<file path="src/rtl/march_bist_ctrl.sv">
// March-test BIST controller (March C-, March LR, MATS+) for single-port synchronous SRAM.
// Define BIST_DIAG_EN to add the fail_syn / fail_elem first-miscompare diagnostic outputs.
module march_bist_ctrl #(
   parameter int unsigned ADDR_W = 8,
   parameter int unsigned DATA_W = 4,
   parameter int unsigned CNT_W  = 16
) (
   input  logic              clk,
   input  logic              rst_n,
   input  logic              en_in,
   input  logic [1:0]        mode_in,
   input  logic [DATA_W-1:0] dat_in,
   output logic [DATA_W-1:0] dat_out,
   output logic [ADDR_W-1:0] addr_out,
   output logic              w_en_out,
   output logic              rst_done,
   output logic              fail,
   output logic [ADDR_W-1:0] fail_addr,
   output logic [CNT_W-1:0]  fail_cnt
`ifdef BIST_DIAG_EN
   ,
   output logic [DATA_W-1:0] fail_syn,
   output logic [2:0]        fail_elem
`endif
);

   typedef enum logic [1:0] {IDLE, RUN, DRAIN, DONE} state_t;

   // Per-element descriptor; bit i of wr/val describes op i at one address.
   typedef struct packed {
      logic [1:0] last_op;
      logic       down;
      logic [3:0] wr;
      logic [3:0] val;
   } elem_t;

   function automatic elem_t elem_info(input logic [1:0] mode, input logic [2:0] elem);
      elem_t e;
      e = '0;
      case (mode)
         2'd1: case (elem)
            3'd0:    e = {2'd0, 1'b0, 4'b0001, 4'b0000};
            3'd1:    e = {2'd1, 1'b1, 4'b0010, 4'b0010};
            3'd2:    e = {2'd3, 1'b0, 4'b1010, 4'b1001};
            3'd3:    e = {2'd1, 1'b0, 4'b0010, 4'b0001};
            3'd4:    e = {2'd3, 1'b0, 4'b1010, 4'b0110};
            3'd5:    e = {2'd0, 1'b0, 4'b0000, 4'b0000};
            default: e = '0;
         endcase
         2'd2: case (elem)
            3'd0:    e = {2'd0, 1'b0, 4'b0001, 4'b0000};
            3'd1:    e = {2'd1, 1'b0, 4'b0010, 4'b0010};
            3'd2:    e = {2'd1, 1'b1, 4'b0010, 4'b0001};
            default: e = '0;
         endcase
         default: case (elem)
            3'd0:    e = {2'd0, 1'b0, 4'b0001, 4'b0000};
            3'd1:    e = {2'd1, 1'b0, 4'b0010, 4'b0010};
            3'd2:    e = {2'd1, 1'b0, 4'b0010, 4'b0001};
            3'd3:    e = {2'd1, 1'b1, 4'b0010, 4'b0010};
            3'd4:    e = {2'd1, 1'b1, 4'b0010, 4'b0001};
            3'd5:    e = {2'd0, 1'b0, 4'b0000, 4'b0000};
            default: e = '0;
         endcase
      endcase
      return e;
   endfunction

   function automatic logic elem_down(input logic [1:0] mode, input logic [2:0] elem);
      elem_t e;
      e = elem_info(mode, elem);
      return e.down;
   endfunction

   state_t              state_q, state_d;
   logic [1:0]          mode_q, mode_d;
   logic [2:0]          elem_q, elem_d;
   logic [1:0]          op_q, op_d;
   logic [ADDR_W-1:0]   addr_q, addr_d;
   logic                pv_q, pv_d;
   logic                pexp_q, pexp_d;
   logic [ADDR_W-1:0]   paddr_q, paddr_d;
   logic                fail_q, fail_d;
   logic [ADDR_W-1:0]   fail_addr_q, fail_addr_d;
   logic [CNT_W-1:0]    fail_cnt_q, fail_cnt_d;
`ifdef BIST_DIAG_EN
   logic [2:0]          pelem_q, pelem_d;
   logic [DATA_W-1:0]   fail_syn_q, fail_syn_d;
   logic [2:0]          fail_elem_q, fail_elem_d;
`endif

   elem_t               cur;
   logic                op_wr, op_val, last_op, term, last_elem, mismatch;

   always_comb begin
      state_d     = state_q;
      mode_d      = mode_q;
      elem_d      = elem_q;
      op_d        = op_q;
      addr_d      = addr_q;
      pv_d        = 1'b0;
      pexp_d      = pexp_q;
      paddr_d     = paddr_q;
      fail_d      = fail_q;
      fail_addr_d = fail_addr_q;
      fail_cnt_d  = fail_cnt_q;
`ifdef BIST_DIAG_EN
      pelem_d     = pelem_q;
      fail_syn_d  = fail_syn_q;
      fail_elem_d = fail_elem_q;
`endif
      w_en_out    = 1'b0;
      addr_out    = '0;
      dat_out     = '0;

      cur       = elem_info(mode_q, elem_q);
      op_wr     = cur.wr[op_q];
      op_val    = cur.val[op_q];
      last_op   = (op_q == cur.last_op);
      term      = cur.down ? (addr_q == '0) : (addr_q == '1);
      last_elem = (elem_q == ((mode_q == 2'd2) ? 3'd2 : 3'd5));
      mismatch  = pv_q && (dat_in != {DATA_W{pexp_q}});

      case (state_q)
         IDLE: begin
            if (en_in) begin
               state_d     = RUN;
               mode_d      = (mode_in == 2'd3) ? 2'd0 : mode_in;
               elem_d      = '0;
               op_d        = '0;
               addr_d      = '0;
               fail_d      = 1'b0;
               fail_addr_d = '0;
               fail_cnt_d  = '0;
`ifdef BIST_DIAG_EN
               fail_syn_d  = '0;
               fail_elem_d = '0;
`endif
            end
         end
         RUN: begin
            w_en_out = op_wr;
            addr_out = addr_q;
            dat_out  = {DATA_W{op_val}};
            if (!en_in) begin
               state_d = IDLE;
               elem_d  = '0;
               op_d    = '0;
               addr_d  = '0;
            end else begin
               pv_d    = !op_wr;
               pexp_d  = op_val;
               paddr_d = addr_q;
`ifdef BIST_DIAG_EN
               pelem_d = elem_q;
`endif
               if (!last_op) begin
                  op_d = op_q + 2'd1;
               end else begin
                  op_d = '0;
                  if (!term) begin
                     addr_d = cur.down ? addr_q - ADDR_W'(1) : addr_q + ADDR_W'(1);
                  end else if (last_elem) begin
                     state_d = DRAIN;
                     elem_d  = '0;
                     addr_d  = '0;
                  end else begin
                     // New element: reload the address for its own direction in the same cycle.
                     elem_d = elem_q + 3'd1;
                     addr_d = elem_down(mode_q, elem_q + 3'd1) ? '1 : '0;
                  end
               end
            end
         end
         DRAIN: state_d = en_in ? DONE : IDLE;
         DONE:  if (!en_in) state_d = IDLE;
         default: state_d = IDLE;
      endcase

      // The compare stage is independent of the FSM so a final or aborted read is still recorded.
      if (mismatch) begin
         fail_d = 1'b1;
         if (fail_cnt_q != '1) fail_cnt_d = fail_cnt_q + CNT_W'(1);
         if (!fail_q) begin
            fail_addr_d = paddr_q;
`ifdef BIST_DIAG_EN
            fail_syn_d  = dat_in ^ {DATA_W{pexp_q}};
            fail_elem_d = pelem_q;
`endif
         end
      end
   end

   always_ff @(posedge clk or negedge rst_n) begin
      if (!rst_n) begin
         state_q     <= IDLE;
         mode_q      <= '0;
         elem_q      <= '0;
         op_q        <= '0;
         addr_q      <= '0;
         pv_q        <= 1'b0;
         pexp_q      <= 1'b0;
         paddr_q     <= '0;
         fail_q      <= 1'b0;
         fail_addr_q <= '0;
         fail_cnt_q  <= '0;
`ifdef BIST_DIAG_EN
         pelem_q     <= '0;
         fail_syn_q  <= '0;
         fail_elem_q <= '0;
`endif
      end else begin
         state_q     <= state_d;
         mode_q      <= mode_d;
         elem_q      <= elem_d;
         op_q        <= op_d;
         addr_q      <= addr_d;
         pv_q        <= pv_d;
         pexp_q      <= pexp_d;
         paddr_q     <= paddr_d;
         fail_q      <= fail_d;
         fail_addr_q <= fail_addr_d;
         fail_cnt_q  <= fail_cnt_d;
`ifdef BIST_DIAG_EN
         pelem_q     <= pelem_d;
         fail_syn_q  <= fail_syn_d;
         fail_elem_q <= fail_elem_d;
`endif
      end
   end

   assign rst_done  = (state_q == DONE);
   assign fail      = fail_q;
   assign fail_addr = fail_addr_q;
   assign fail_cnt  = fail_cnt_q;
`ifdef BIST_DIAG_EN
   assign fail_syn  = fail_syn_q;
   assign fail_elem = fail_elem_q;
`endif

endmodule
</file>
<file path="config.mk">
export PLATFORM = sky130hd
export DESIGN_NAME = march_bist_ctrl
export DESIGN_NICKNAME = d
export VERILOG_FILES = /design/src/rtl/march_bist_ctrl.sv
export SDC_FILE = /design/constraint.sdc
export NUM_CORES = 1
export LEC_CHECK = 0
export BUFFER_PORTS_ARGS = -buffer_cell sky130_fd_sc_hd__buf_4
export CORE_ASPECT_RATIO = 0.6
export CORE_UTILIZATION = 30
export CTS_BUF_LIST = sky130_fd_sc_hd__clkbuf_4
export DETAILED_ROUTE_END_ITERATION = 10
export PLACE_DENSITY = 0.5
export SETUP_SLACK_MARGIN = 0.5
export SKIP_CTS_REPAIR_TIMING = 1
export SYNTH_ARGS = -nofsm -noshare
export SYNTH_HDL_FRONTEND = slang
export SYNTH_SLANG_ARGS = --single-unit
</file>
<file path="constraint.sdc">
create_clock -name clk -period 6.91 [get_ports clk]
set_input_delay 1.7275 -clock clk [delete_from_list [all_inputs] [get_ports clk]]
set_output_delay 1.7275 -clock clk [all_outputs]
set_load 0.01 [all_outputs]
</file>
Word level (Yosys, flattened, before mapping) --
Index checks and enable logic that the tools add are counted.
Word-level totals: logic and storage cells 119, flip-flop bits (word level) 52, memories kept 0, memory bits (writable) 0, latch bits 0, output and inout bits 39, bits in read-only memories 0
Cells by class: reductions and logical operators 16, shift operators 0, divide/modulo/power cells 0, mux-type cells 62, bitwise operators 0, $add $sub $neg 5, $mul 0, equal/unequal tests 24, $lt $le $gt $ge 1
Operator list (number):
- 2-to-1 mux 8 bit | 12
- case mux 9 bit (5 select lines) | 2
- 2-to-1 mux 16 bit | 4
- case mux 11 bit (5 select lines) | 1
- case mux 10 bit (5 select lines) | 1
- 2-to-1 mux 9 bit | 5
- case mux 10 bit (3 select lines) | 1
- case mux 9 bit (3 select lines) | 1
- 2-to-1 mux 2 bit | 11
- case mux 11 bit (2 select lines) | 1
- 2-to-1 mux 3 bit | 6
- case mux 9 bit (2 select lines) | 1
- adder 16 x 1 -> 16 bit (second input constant) | 1
- inequality test 16 bit (second input constant) | 1
- case mux 8 bit (2 select lines) | 1
- == test 3 x 2 -> 1 bit (second input constant) | 4
- 2-to-1 mux 1 bit | 9
- inequality test 3 bit (second input constant) | 3
- adder 8 x 1 -> 8 bit (second input constant) | 1
- == test 2 bit (second input constant) | 4
- == test 8 bit (second input constant) | 1
- logical NOT 8 bit | 1
- case mux 2 bit (4 select lines) | 1
- AND reduction 2 bit | 4
- other kinds (23) | 31

Logic depth before layout (Yosys ltp) --
depth in word-level cells 15, depth in mapped cells 13

Worst setup path after synthesis --
No wires, ideal clock.
path type register to output, start reg mode_q[0], end out dat_out[1], arrival time 2.090 ns, path slack 3.093 ns, cell stages (with the launch flop) 11, cells stage by stage dfrtp_1 > inv_1 > ha_1 > buf_2 > nor2b_1 > nand3_1 > nand3_1 > a21oi_1 > o32a_1 > nor2_1 > buf_4
On the way: cells in the longest elaborated chain, start to end 5
Ends and longest elaborated chain:
- start: declaration | line 76 | logic [1:0] mode_q, mode_d;
- start signal: assignment | line 214 | mode_q <= mode_d;
- == test 2 bit or == test 2 x 1 -> 1 bit (tied branches) | line 40 | case (mode)
- case mux 11 bit (2 select lines) * | line 40
- binary-select mux 1 bit (select 2 bit) * | line 118 | op_val = cur.val[op_q];
- 2-to-1 mux 1 bit (implied by the code) * | line 118
- 2-to-1 mux 4 bit * | line 124 | case (state_q)
- end: declaration | line 13 | output logic [DATA_W-1:0] dat_out,
Mark *: on every way between the ends. The rest lies on a longest branch, timed or not. The select of a mux whose other input is x is not followed.

Final worst setup path --
start reg mode_q[0], end out w_en_out
On the way: cells in the longest elaborated chain, start to end 5
Ends and longest elaborated chain:
- == test 2 bit or == test 2 x 1 -> 1 bit (tied branches) | line 40
- case mux 11 bit (2 select lines) * | line 40
- binary-select mux 1 bit (select 2 bit) * | line 117 | op_wr = cur.wr[op_q];
- 2-to-1 mux 1 bit (implied by the code) * | line 117
- 2-to-1 mux 1 bit * | line 124
- end: declaration | line 15 | output logic w_en_out,
Marked as above.

==> results.py <==
metrics = {
    "global_routing": {
        "grt_overflow_total": 0,
        "grtUsageTotal_pct": 15.3,
        "grt_max_degree": 53,
        "grt_pass1_vias": 2711,
        "grt_pass1_wl_mm": 13.8,
        "antenna_found_initial": 0,
    },
    "detailed_routing": {
        "dr.max_layer_used": "met4",
        "wire_per_inst_um": 15.0,
        "drcViolationCount": 0,
        "wl_mm": 8.14,
        "drt_first_pass_iters": 4,
        "wl_met1_mm": 4.36,
        "drt_first_iter_violations": 178,
        "ant_nets": 0,
        "wl_met2_mm": 3.41,
        "via_count": 2788,
        "vias_per_cell": 5.13,
        "wl_met3_um": 273,
    },
    "final_layout": {
        "final_nets": 427,
        "area_growth_pct": 15.2,
        "fillers": 1096,
        "drive_above_1_share_pct": 19.1,
        "multi_input_area_sq_mm": 0.00185,
        "ff_latch_area_sq_mm": 0.00130,
        "diodes": 0,
    },
    "floorplanning": {
        "dieArea_sq_mm": 0.0114,
        "core_sq_mm": 0.0106,
        "die_y_um": 83.3,
        "die_x_um": 137,
        "core.rowCount": 29,
        "start_util_pct": 31.1,
        "ios": 48,
    },
    "clock_tree": {
        "ctsRootBufferMaster": "clkbuf_4",
        "cts_max_level": 2,
        "clock_sinks": 52,
        "path_clk_slew_ns": 0.17,
        "cts_tree": "built",
        "numCtsBuffers": 5,
        "clock_latency_ns": 0.39,
        "cts_buffer_depth": 2,
    },
    "synth": {
        "synth_area_leaders": "dfrtp_1, nand2_1, ha_1, o21ai_0, mux2_2",
        "ys_seq_elements": 52,
        "yosys.area.top_type": "dfrtp_1",
        "ys_async_sr_fraction_pct": 100,
        "seq_area_frac_synth_pct": 39.4,
        "syn_area_sq_mm": 0.00330,
        "synth_most_common_cell": "nand2_1",
        "synth_warnings": 0,
        "netlist_instances": 366,
        "synth_commonest_cells": "nand2_1, dfrtp_1, o21ai_0",
        "synth_cell_type_count": 59,
        "syn_nets": 390,
        "avgSynthCellArea_sq_um": 9.02,
        "synth_top_flop_cell": "dfrtp_1",
        "yosysTopAreaCellShare_pct": 39.4,
        "synth_edf_count": 0,
    },
    "power_and_ir_drop": {
        "p_leak_uw": 0.00182,
        "pwr-share-comb_pct": 29.2,
        "p_int_uw": 451,
        "total_power_uw": 705,
        "swShare_pct": 36.0,
        "power.switching_uw": 254,
        "p_clk_share_pct": 20.5,
        "seq_power_share_pct": 50.3,
        "p_per_area_mw_per_mm2": 185,
        "ir_drop_mv": 0.0932,
    },
    "setup_path": {
        "crit_fanout": 13,
        "startpoint_type": "flip-flop",
        "slowest_stage": "ha_1",
        "crit_chain": "inv_1 > ha_1 > or2_2 > a211o_1 > and2_1 > nor2_1 > o22ai_1 > and2_1 > buf_4",
        "crit_top_cell": "and2_1",
        "worstPathArrival_ns": 2.76,
        "path_buf_inv": 2,
        "critical_path_class": "reg -> out",
        "crit_family": "simple AND/OR/NAND/NOR gates",
        "end_kind": "output pin",
        "required_ns": 5.18,
        "slowest_delay_ns": 0.45,
    },
    "timing": {
        "tightest_slew_ns": 1.02,
        "rsz0062_at_grt": "no",
        "hold_slack_ns": 0.495,
        "hold_viol_final": 0,
        "finalSetupTns_ns": 0,
        "final-setup-viol-count": 0,
        "clock-skew-final_ns": 0.0229,
        "finalCritPeriodShare_pct": 64.9,
        "finalCriticalPeriod_ns": 4.48,
        "maxSlewHeadroom_pct": 30.1,
        "slew_violations": 0,
        "fmax_mhz": 223,
    },
    "placed_design": {
        "globalplace.congestion": 0.826,
        "portBuffers": 47,
        "hpwlAfterDp_mm": 5.98,
    },
    "flow_run": {
        "max_cap_viol_count": 0,
    },
    "status": {
        "status": "finished, final reports clean",
    },
    "hold_path": {
        "hp-class": "reg -> reg",
    },
}
-- power by group through the flow --
stage	Clock [uW]	Combinational, uW	Sequential (uW)
after floorplan	0	144	354
after global placement	0	204	359
after detailed placement	0	206	360
after CTS	154	207	355
after global routing	167	231	359
final	145	206	354
-- cells in the final DEF (no fill, tap or decap), types with 3 or more instances in the layout --
| cell type | Yosys | final |
|---|---|---|
| nand2_1 | 54 | 54 |
| dfrtp_1 | 52 | 52 |
| buf_4 | 4 | 49 |
| o21ai_0 | 34 | 34 |
| nor2_1 | 25 | 25 |
| inv_1 | 14 | 14 |
| ha_1 | 14 | 14 |
| nand3_1 | 12 | 12 |
| and2_1 | 10 | 10 |
| mux2_2 | 9 | 9 |
| nor2b_1 | 9 | 9 |
| a21oi_1 | 9 | 9 |
| a22o_1 | 8 | 8 |
| mux2i_1 | 8 | 8 |
| nand2b_1 | 6 | 6 |
| and3_1 | 6 | 6 |
| a21o_1 | 6 | 6 |
| o31ai_1 | 5 | 5 |
| xnor2_1 | 5 | 5 |
| clkbuf_4 | 0 | 5 |
| a31oi_1 | 4 | 4 |
| nand4_1 | 4 | 4 |
| a211oi_1 | 4 | 4 |
| and4_1 | 3 | 3 |
| o41ai_1 | 3 | 3 |
| o21a_1 | 3 | 3 |
-- logic make-up after synthesis --
logic type,share of synthesized area (%)
xor+xnor,1.59
simple gates,22.4
compound gates,19.8
buf+inv,4.51
flops,39.4
mux,6.40
fa+ha+maj,5.91
-- worst min-delay path, stage by stage, from the launching register on --
cell	delay (ns)
dfrtp_1	0.37
nand2_1	0.05
o21ai_0	0.06
-- routing by layer --
| metal | up-vias | global-route usage [%] |
|---|---|---|
| met5 | - | 0 |
| met4 | 0 | 3.80 |
| met3 | 7 | 2.75 |
| met2 | 63 | 21.5 |
| met1 | 1342 | 23.8 |
| li1 | 1376 | - |
-- final timing paths --
check | start | to | slack [ns] | cells after the start
max | mode_q[0] | w_en_out | 2.43 | 9
min | paddr_q[1] | fail_addr[1] | 0.49 | 2
max reg2reg | elem_q[0] | addr_q[7] | 3.47 | 12
min reg2reg | paddr_q[1] | fail_addr[1] | 0.49 | 2
max in group asynchronous | rst_n | fail_cnt[4] | 5.08 | 1
min in group asynchronous | rst_n | paddr_q[4] | 1.37 | 1
-- layout make-up --
type	count	area share, %
Multi-Input combinational cell	281	48.7
Clock buffer	5	0.987
Sequential cell	52	34.2
Clock inverter	3	0.461
Inverter	14	1.38
Tap cell	139	4.57
Timing Repair Buffer	49	9.67
-- registers in the layout (all words and copies together), names as in the netlist, 2 cells and up --
register / flops
fail_addr: 8
mode_q: 2
paddr_q: 8
op_q: 2
state_q: 2
addr_q: 8
elem_q: 3
fail_cnt: 16
-- through the flow --
stage / cells / setup slack (ns) / util (%) / area (sq um)
finish: 543 / 2.43 / 35.8 / 3800
detailed placement: 535 / 2.87 / 35.2 / 3750
global placement: 535 / 2.94 / 35.2 / 3750
CTS: 543 / 2.38 / 35.8 / 3800
floorplan: 366 / 3.09 / - / 3300
global route: 543 / 2.20 / 35.8 / 3800
Power figures use the tool's default switching activity.
